## src/rtl/tinyalu_pkg.sv

```systemverilog
// Shared TinyALU types: opcodes, command-master FSM states, ALU latencies and bus widths.
package tinyalu_pkg;

  localparam int unsigned DATA_W     = 8;
  localparam int unsigned OP_W       = 3;
  localparam int unsigned RES_W      = 16;
  localparam int unsigned SINGLE_LAT = 1;
  localparam int unsigned MUL_LAT    = 4;

  typedef enum logic [OP_W-1:0] {
    NO_OP  = 3'b000,
    ADD_OP = 3'b001,
    AND_OP = 3'b010,
    XOR_OP = 3'b011,
    MUL_OP = 3'b100
  } opcode_e;

  typedef enum logic [1:0] {
    IDLE  = 2'd0,
    ISSUE = 2'd1,
    RESP  = 2'd2
  } state_e;

  // Opcodes that need a real ALU transaction.
  function automatic logic is_alu_op(input logic [OP_W-1:0] op);
    return (op == ADD_OP) || (op == AND_OP) || (op == XOR_OP) || (op == MUL_OP);
  endfunction

endpackage

```

## src/rtl/tinyalu_cmd_master.sv

```systemverilog
// Command-side master for the TinyALU: valid/ready command in, start/done ALU handshake,
// one valid/ready response per command, with a done timeout and a sticky protocol-error flag.
module tinyalu_cmd_master
  import tinyalu_pkg::*;
#(
  parameter int unsigned TIMEOUT_CYCLES = 16
) (
  input  logic              clk,
  input  logic              reset_n,
  input  logic              cmd_valid,
  output logic              cmd_ready,
  input  logic [DATA_W-1:0] cmd_a,
  input  logic [DATA_W-1:0] cmd_b,
  input  logic [OP_W-1:0]   cmd_op,
  output logic              rsp_valid,
  input  logic              rsp_ready,
  output logic [RES_W-1:0]  rsp_result,
  output logic              rsp_err,
  output logic [DATA_W-1:0] alu_a,
  output logic [DATA_W-1:0] alu_b,
  output logic [OP_W-1:0]   alu_op,
  output logic              alu_start,
  input  logic              alu_done,
  input  logic [RES_W-1:0]  alu_result,
  output logic              proto_err
);

  localparam int unsigned CNT_W = 8;
  localparam logic [CNT_W-1:0] TO_LAST = CNT_W'(TIMEOUT_CYCLES - 1);

  state_e             state_q;
  logic [CNT_W-1:0]   cnt_q;
  logic               cmd_ready_q;
  logic               rsp_valid_q;
  logic [RES_W-1:0]   rsp_result_q;
  logic               rsp_err_q;
  logic [DATA_W-1:0]  alu_a_q;
  logic [DATA_W-1:0]  alu_b_q;
  logic [OP_W-1:0]    alu_op_q;
  logic               alu_start_q;
  logic               proto_err_q;

  always_ff @(posedge clk) begin
    if (!reset_n) begin
      state_q      <= IDLE;
      cnt_q        <= '0;
      cmd_ready_q  <= 1'b1;
      rsp_valid_q  <= 1'b0;
      rsp_result_q <= '0;
      rsp_err_q    <= 1'b0;
      alu_a_q      <= '0;
      alu_b_q      <= '0;
      alu_op_q     <= '0;
      alu_start_q  <= 1'b0;
      proto_err_q  <= 1'b0;
    end else begin
      if (alu_done && (state_q != ISSUE)) begin
        proto_err_q <= 1'b1;
      end

      case (state_q)
        IDLE: begin
          if (cmd_valid) begin
            cmd_ready_q <= 1'b0;
            if (is_alu_op(cmd_op)) begin
              alu_a_q     <= cmd_a;
              alu_b_q     <= cmd_b;
              alu_op_q    <= cmd_op;
              alu_start_q <= 1'b1;
              cnt_q       <= '0;
              state_q     <= ISSUE;
            end else begin
              // NOP and illegal opcodes answer locally without touching the ALU.
              rsp_result_q <= '0;
              rsp_err_q    <= (cmd_op != NO_OP);
              state_q      <= RESP;
            end
          end
        end

        ISSUE: begin
          cnt_q <= cnt_q + CNT_W'(1);
          // A done sampled on the timeout edge still wins.
          if (alu_done) begin
            rsp_result_q <= alu_result;
            rsp_err_q    <= 1'b0;
            rsp_valid_q  <= 1'b1;
            alu_start_q  <= 1'b0;
            state_q      <= RESP;
          end else if (cnt_q == TO_LAST) begin
            rsp_result_q <= '0;
            rsp_err_q    <= 1'b1;
            rsp_valid_q  <= 1'b1;
            alu_start_q  <= 1'b0;
            state_q      <= RESP;
          end
        end

        RESP: begin
          // Locally answered commands enter RESP with the response loaded but not yet offered.
          if (!rsp_valid_q) begin
            rsp_valid_q <= 1'b1;
          end else if (rsp_ready) begin
            rsp_valid_q <= 1'b0;
            cmd_ready_q <= 1'b1;
            state_q     <= IDLE;
          end
        end

        default: begin
          state_q     <= IDLE;
          cmd_ready_q <= 1'b1;
          rsp_valid_q <= 1'b0;
          alu_start_q <= 1'b0;
        end
      endcase
    end
  end

  assign cmd_ready  = cmd_ready_q;
  assign rsp_valid  = rsp_valid_q;
  assign rsp_result = rsp_result_q;
  assign rsp_err    = rsp_err_q;
  assign alu_a      = alu_a_q;
  assign alu_b      = alu_b_q;
  assign alu_op     = alu_op_q;
  assign alu_start  = alu_start_q;
  assign proto_err  = proto_err_q;

endmodule

```

## config.mk

```make
export PLATFORM = sky130hd
export DESIGN_NAME = tinyalu_cmd_master
export DESIGN_NICKNAME = d
export VERILOG_FILES = /design/src/rtl/tinyalu_pkg.sv /design/src/rtl/tinyalu_cmd_master.sv
export SDC_FILE = /design/constraint.sdc
export NUM_CORES = 1
export LEC_CHECK = 0
export ABC_AREA = 1
export BUFFER_PORTS_ARGS = -buffer_cell sky130_fd_sc_hd__buf_2
export CORE_MARGIN = 10
export CORE_UTILIZATION = 40
export DETAILED_ROUTE_END_ITERATION = 7
export GPL_TIMING_DRIVEN = 0
export PLACE_DENSITY = 0.72
export SLEW_MARGIN = 10
export SYNTH_ARGS = -nofsm -noshare
export SYNTH_HDL_FRONTEND = slang
export SYNTH_SLANG_ARGS = --single-unit
```

## constraint.sdc

```tcl
create_clock -name clk -period 3 [get_ports clk]
set_input_delay 0.3 -clock clk [delete_from_list [all_inputs] [get_ports clk]]
set_output_delay 0.3 -clock clk [all_outputs]
set_load 0.005 [all_outputs]
```

Word level (Yosys, flattened, before mapping). Cells that the tools add are included.

Bits in writable memories: 0. Word-level logic and storage cells: 76. Output and inout port bits: 40. Memories: 0. Flip-flop bits (word level): 50. Bits in read-only memories: 0. Bits in latches: 0.

Bitwise gates (word level): 3. Mux-type cells: 33. $add $sub $neg: 1. Divide/modulo/power cells: 0. $lt $le $gt $ge: 0. Multiply operators: 0. Equal/unequal tests: 14. Reduce and logical (&&, ||, !) cells: 14. Shifts and indexed selects: 0.

Operators with widths (number): $mux 16 (4); $pmux 16 s2 (1); $mux 8 (2); $pmux 8 s2 (1); $reduce_and 4->1 (4); $mux 1 (14); $mux 2 (6); $ne 2x2->1 const B (5); $pmux 1 s3 (3); $add 8x1->8 const B (1); $eq 8x4->1 const B (1); $eq 3x2->1 const B (2); $pmux 2 s3 (1); $reduce_and 3->1 (2); $eq 3x1->1 const B (1); $eq 3x3->1 const B (1); $logic_or 1x1->1 (3); $ne 3x3->1 const B (1); $not 1->1 (3); $reduce_bool 3->1 (1); $eq 2x1->1 const B (1); $eq 2x2->1 const B (1); $logic_not 2->1 (1); $ne 2x1->1 const B (1); 4 further kinds (4).

Longest topological paths before layout.
Depth after elaboration: 7. Gate-level depth with buffers: 10. Mapped depth without buffers: 10.

Worst setup path after synthesis. Ideal clock, no wire load.

Path kind: reg-to-reg. From: register state_q[0]. To: register rsp_result_q[0], in the netlist rsp_result[0]. Data required time: 2.890 ns. Path slack: 1.440 ns. Clock period less this slack: 1.560 ns. Cell stages (with the launch flop): 10. Library setup time: 0.110 ns. Arrival: 1.450 ns. Path through: dfxtp_1 inv_1 ha_1 inv_2 nor2_2 a21oi_4 buf_2 nand4_1 nand2_1 nor2_1.

Cells in the longest elaborated chain, start to end: 3.

Ends and longest elaborated chain: start: declaration (line tinyalu_cmd_master.sv:31) `state_e state_q;`; start signal: assignment (line tinyalu_cmd_master.sv:45) `state_q <= IDLE;`; start signal: assignment (line tinyalu_cmd_master.sv:71) `state_q <= ISSUE;`; start signal: assignment (line tinyalu_cmd_master.sv:76) `state_q <= RESP;`; $eq 2x1->1 / $logic_not 2->1 (equally long branches) (line tinyalu_cmd_master.sv:61) `case (state_q)`; $ne 3x3->1 (no source line), or another cell as far along; $reduce_and 4->1 (no source line); end signal: assignment (line tinyalu_cmd_master.sv:85) `rsp_result_q <= alu_result;`; end: declaration (line tinyalu_cmd_master.sv:35) `logic [RES_W-1:0] rsp_result_q;`.

Several ways; a longest one is shown, not always the timed one. A chain may end at the register's enable or synchronous reset.

Worst setup path after layout.
From: register state_q[1]. To: register rsp_result_q[15], in the netlist rsp_result[15].

The elaborated chain is that of the path after synthesis.

==> metrics.csv <==
metric;value;unit
CP startpoint kind;flip-flop;
commonest non-fill, non-tap cell in the layout;nand2_1;
CP bufs+invs;3;
# IOs;80;
Static Leak;1.579;nW
Simple-Gate Fraction of Synth Area;36.08;%
root buf cell;clkbuf_8;
Synth area leader;dfxtp_1;
xor/xnor share of the synthesized area;0;%
CP max FO;10;
Antenna Cells;0;
Post-Route WL;6262;um
Vias;2442;
number of synthesized register bits;50;
largest family of logic cells by synthesized area;simple AND/OR/NAND/NOR gates;
kind of end point of the critical path;flip-flop;
post-synthesis mux area share;0;%
CTS tree;done;
Synth top area share;41.47;%
Synth cell types;26;
drt drc;0;
total track usage;13.10;%
CP delay by family, top;buffers and inverters;
CTS resizes;0;
share of layout cells above drive strength 1;22.89;%
Max Fclk;550.6;MHz
Post-CTS Setup Inserts;0;
peak supply drop;433.9;uV
register area;1001;sq um
Core Util, Final;50.87;%
CTS hold repair buffers;0;
Core Rows;28;
P_int;0.001583;W
critical-path cell list;inv_1 -> ha_1 -> inv_2 -> nor2_2 -> a21oi_4 -> buf_2 -> nand4_1 -> nand2_1 -> nor2_1;
Least-Margin Pin Slew;0.4955;ns
Area growth syn-to-layout;24.05;%
die width;97.68;um
reg2reg end;rsp_result[15]$_SDFFE_PN0P_;
Net Count, Synth;407;
Reg clk slew, reported paths;0.09;ns
first-pass GRT wire length;10870;um
initial drt markers;97;
Filler cells;609;
Final Hold Viols;0;
RSZ-0062 raised after global routing;no;
GP Congestion;0.8558;
Switching Share;41.40;%
initial antenna violation count;0;
First-pass DRT Iterations;4;
Yosys warnings;0;
port bufs;79;
worst reg-to-reg path cell count;9;
clk sinks;50;
reg2reg setup slack;1.18;ns
Clock power frac;14.7;%
Crit Path Category;flip-flop to flip-flop;
most frequent cells in the layout;nand2_1, buf_2, nor2_1;
total CTS buffers;5;
Cells after Synth;363;
Cell Pwr Density;902.2;nW/um^2
Max Slew Vio Count;0;
core box area;5886;sq um
Post-Route Setup TNS;0;ns
antenna viol nets, final;0;
R2R Path Start;state_q[1]$_SDFFE_PN0P_;
CP peak stage delay;0.37;ns
Die H;97.68;um
largest net degree at the start of global routing;15;
multi-input logic area;1121;sq um
max cap viols;0;
clock latency on the worst-skew pair;0.30;ns
Endpoint, Worst Hold;alu_a[6]$_SDFFE_PN0P_;
Synth Area in Adders;2.074;%
largest cells by area after synthesis;dfxtp_1, nand2_1, nor2_1;
Worst Skew;0.006195;ns
Congestion Overflow GR;0;
cell at the slowest stage of the critical path;dfxtp_1;
Critical Path RT;3.20;ns
post-synthesis sequential area ratio;41.47;%
CTS max path bufs;2;
Synth Area in Compound Gates;8.294;%
Nets;493;
DR WL/cell;11.93;um
HP Start;cmd_a[6];
Synth Cell Area;2414;sq um
vias in the first global route;2443;
arrival time of the worst setup path;2.02;ns
Final Cycle Share;60.54;%
Final min period;1.816;ns
Psw;0.001118;W
min-delay worst type;primary input to flip-flop;
Initial Util;41.01;%
Combinational Power Share;49.1;%
sequential power share;36.2;%
relative slew slack;66.97;%
htree depth;2;
die area;9541;sq um
Setup-failing EPs final;0;
hold depth;3;
mean post-synth cell area;6.649;sq um
vias per cell;4.651;
post-DP HPWL;4836;um
status;completed;
how the worst max path moves through the flow:
stage                                        from                     endpoint  slack, ns  cells after the start
after floorplan           state_q[0]$_SDFFE_PN0P_   rsp_result[0]$_SDFFE_PN0P_       1.44                      9
after global placement    state_q[0]$_SDFFE_PN0P_        cnt_q[1]$_SDFFE_PN0P_       1.23                     10
after detailed placement  state_q[0]$_SDFFE_PN0P_         rsp_err$_SDFFE_PN0P_       1.19                     10
after CTS                 state_q[0]$_SDFFE_PN0P_         rsp_err$_SDFFE_PN0P_       1.15                     10
after global routing      state_q[1]$_SDFFE_PN0P_        cnt_q[1]$_SDFFE_PN0P_       0.96                     10
final                     state_q[1]$_SDFFE_PN0P_  rsp_result[15]$_SDFFE_PN0P_       1.18                      9
cells by family (layout without fill, tap and decap cells):
kind of cell    count (synthesis)  count (layout)
flops                          50              50
simple gates                  204             204
compound gates                 36              36
buf+inv                        69             156
fa+ha+maj                       4               4
synth_stat cells (all sizes together):
master and count:
ha 4, o211ai 1, nor3 1, nand3 11, clkbuf 7, buf 8, dfxtp 50, nand4 21
o21ai 26, a21oi 8, nor3b 1, nor2 82, inv 54, nand3b 1, nand2 87, o21bai 1
state kept, by name, summed over array words and instances, names as in the netlist:
name,count
rsp_result,16
alu_a,8
alu_b,8
cnt_q,8
alu_op,3
state_q,2
alu_start,1
cmd_ready,1
proto_err,1
rsp_err,1
rsp_valid,1
routing by layer:
| layer | routed length, um | GRT usage [%] | vias up |
|---|---|---|---|
| li1 | - | - | 1291 |
| met1 | 2859 | 15.64 | 1069 |
| met2 | 2702 | 20.64 | 79 |
| met3 | 679 | 6.330 | 3 |
| met4 | 21 | 3.020 | 0 |
| met5 | 0 | 0 | - |
tightest hold or removal path, delay by kind of cell:
| family | cells | cell delay [ns] |
|---|---|---|
| simple gates | 2 | 0.11 |
| buf+inv | 1 | 0.07 |
power groups by stage:
stage          Sequential, W  Clock (W)  Combinational (W)
5_1_grt              0.00101   0.000438            0.00155
4_1_cts             0.000978   0.000419            0.00135
3_3_place_gp        0.000983          0            0.00132
2_1_floorplan        0.00100          0           0.000910
6_report            0.000978   0.000396            0.00133
3_5_place_dp        0.000991          0            0.00134
per-stage QoR:
step / cell area, sq um / power [W] / instances / hold slack (ns) / worst slack, ns
5_1_grt: 2994 / 0.002998 / 525 / 0.2296 / 0.9605
3_3_place_gp: 2903 / 0.002302 / 517 / 0.4470 / 1.230
3_5_place_dp: 2903 / 0.002333 / 517 / 0.4570 / 1.192
6_report: 2994 / 0.002701 / 525 / 0.2207 / 1.184
2_1_floorplan: 2414 / 0.001914 / 363 / 0.4349 / 1.440
4_1_cts: 2994 / 0.002748 / 525 / 0.2134 / 1.153
area by class of cell:
cell class / instances / share of cell area, %
buffer: 15 / 2.883
clock buffer: 7 / 2.883
clock inverter: 1 / 0.1672
inverter: 54 / 6.853
multi-input combinational: 244 / 37.44
sequential: 50 / 33.43
tap: 75 / 3.134
timing repair buffer: 79 / 13.21
Note: power is estimated with default switching activity, not from simulation.
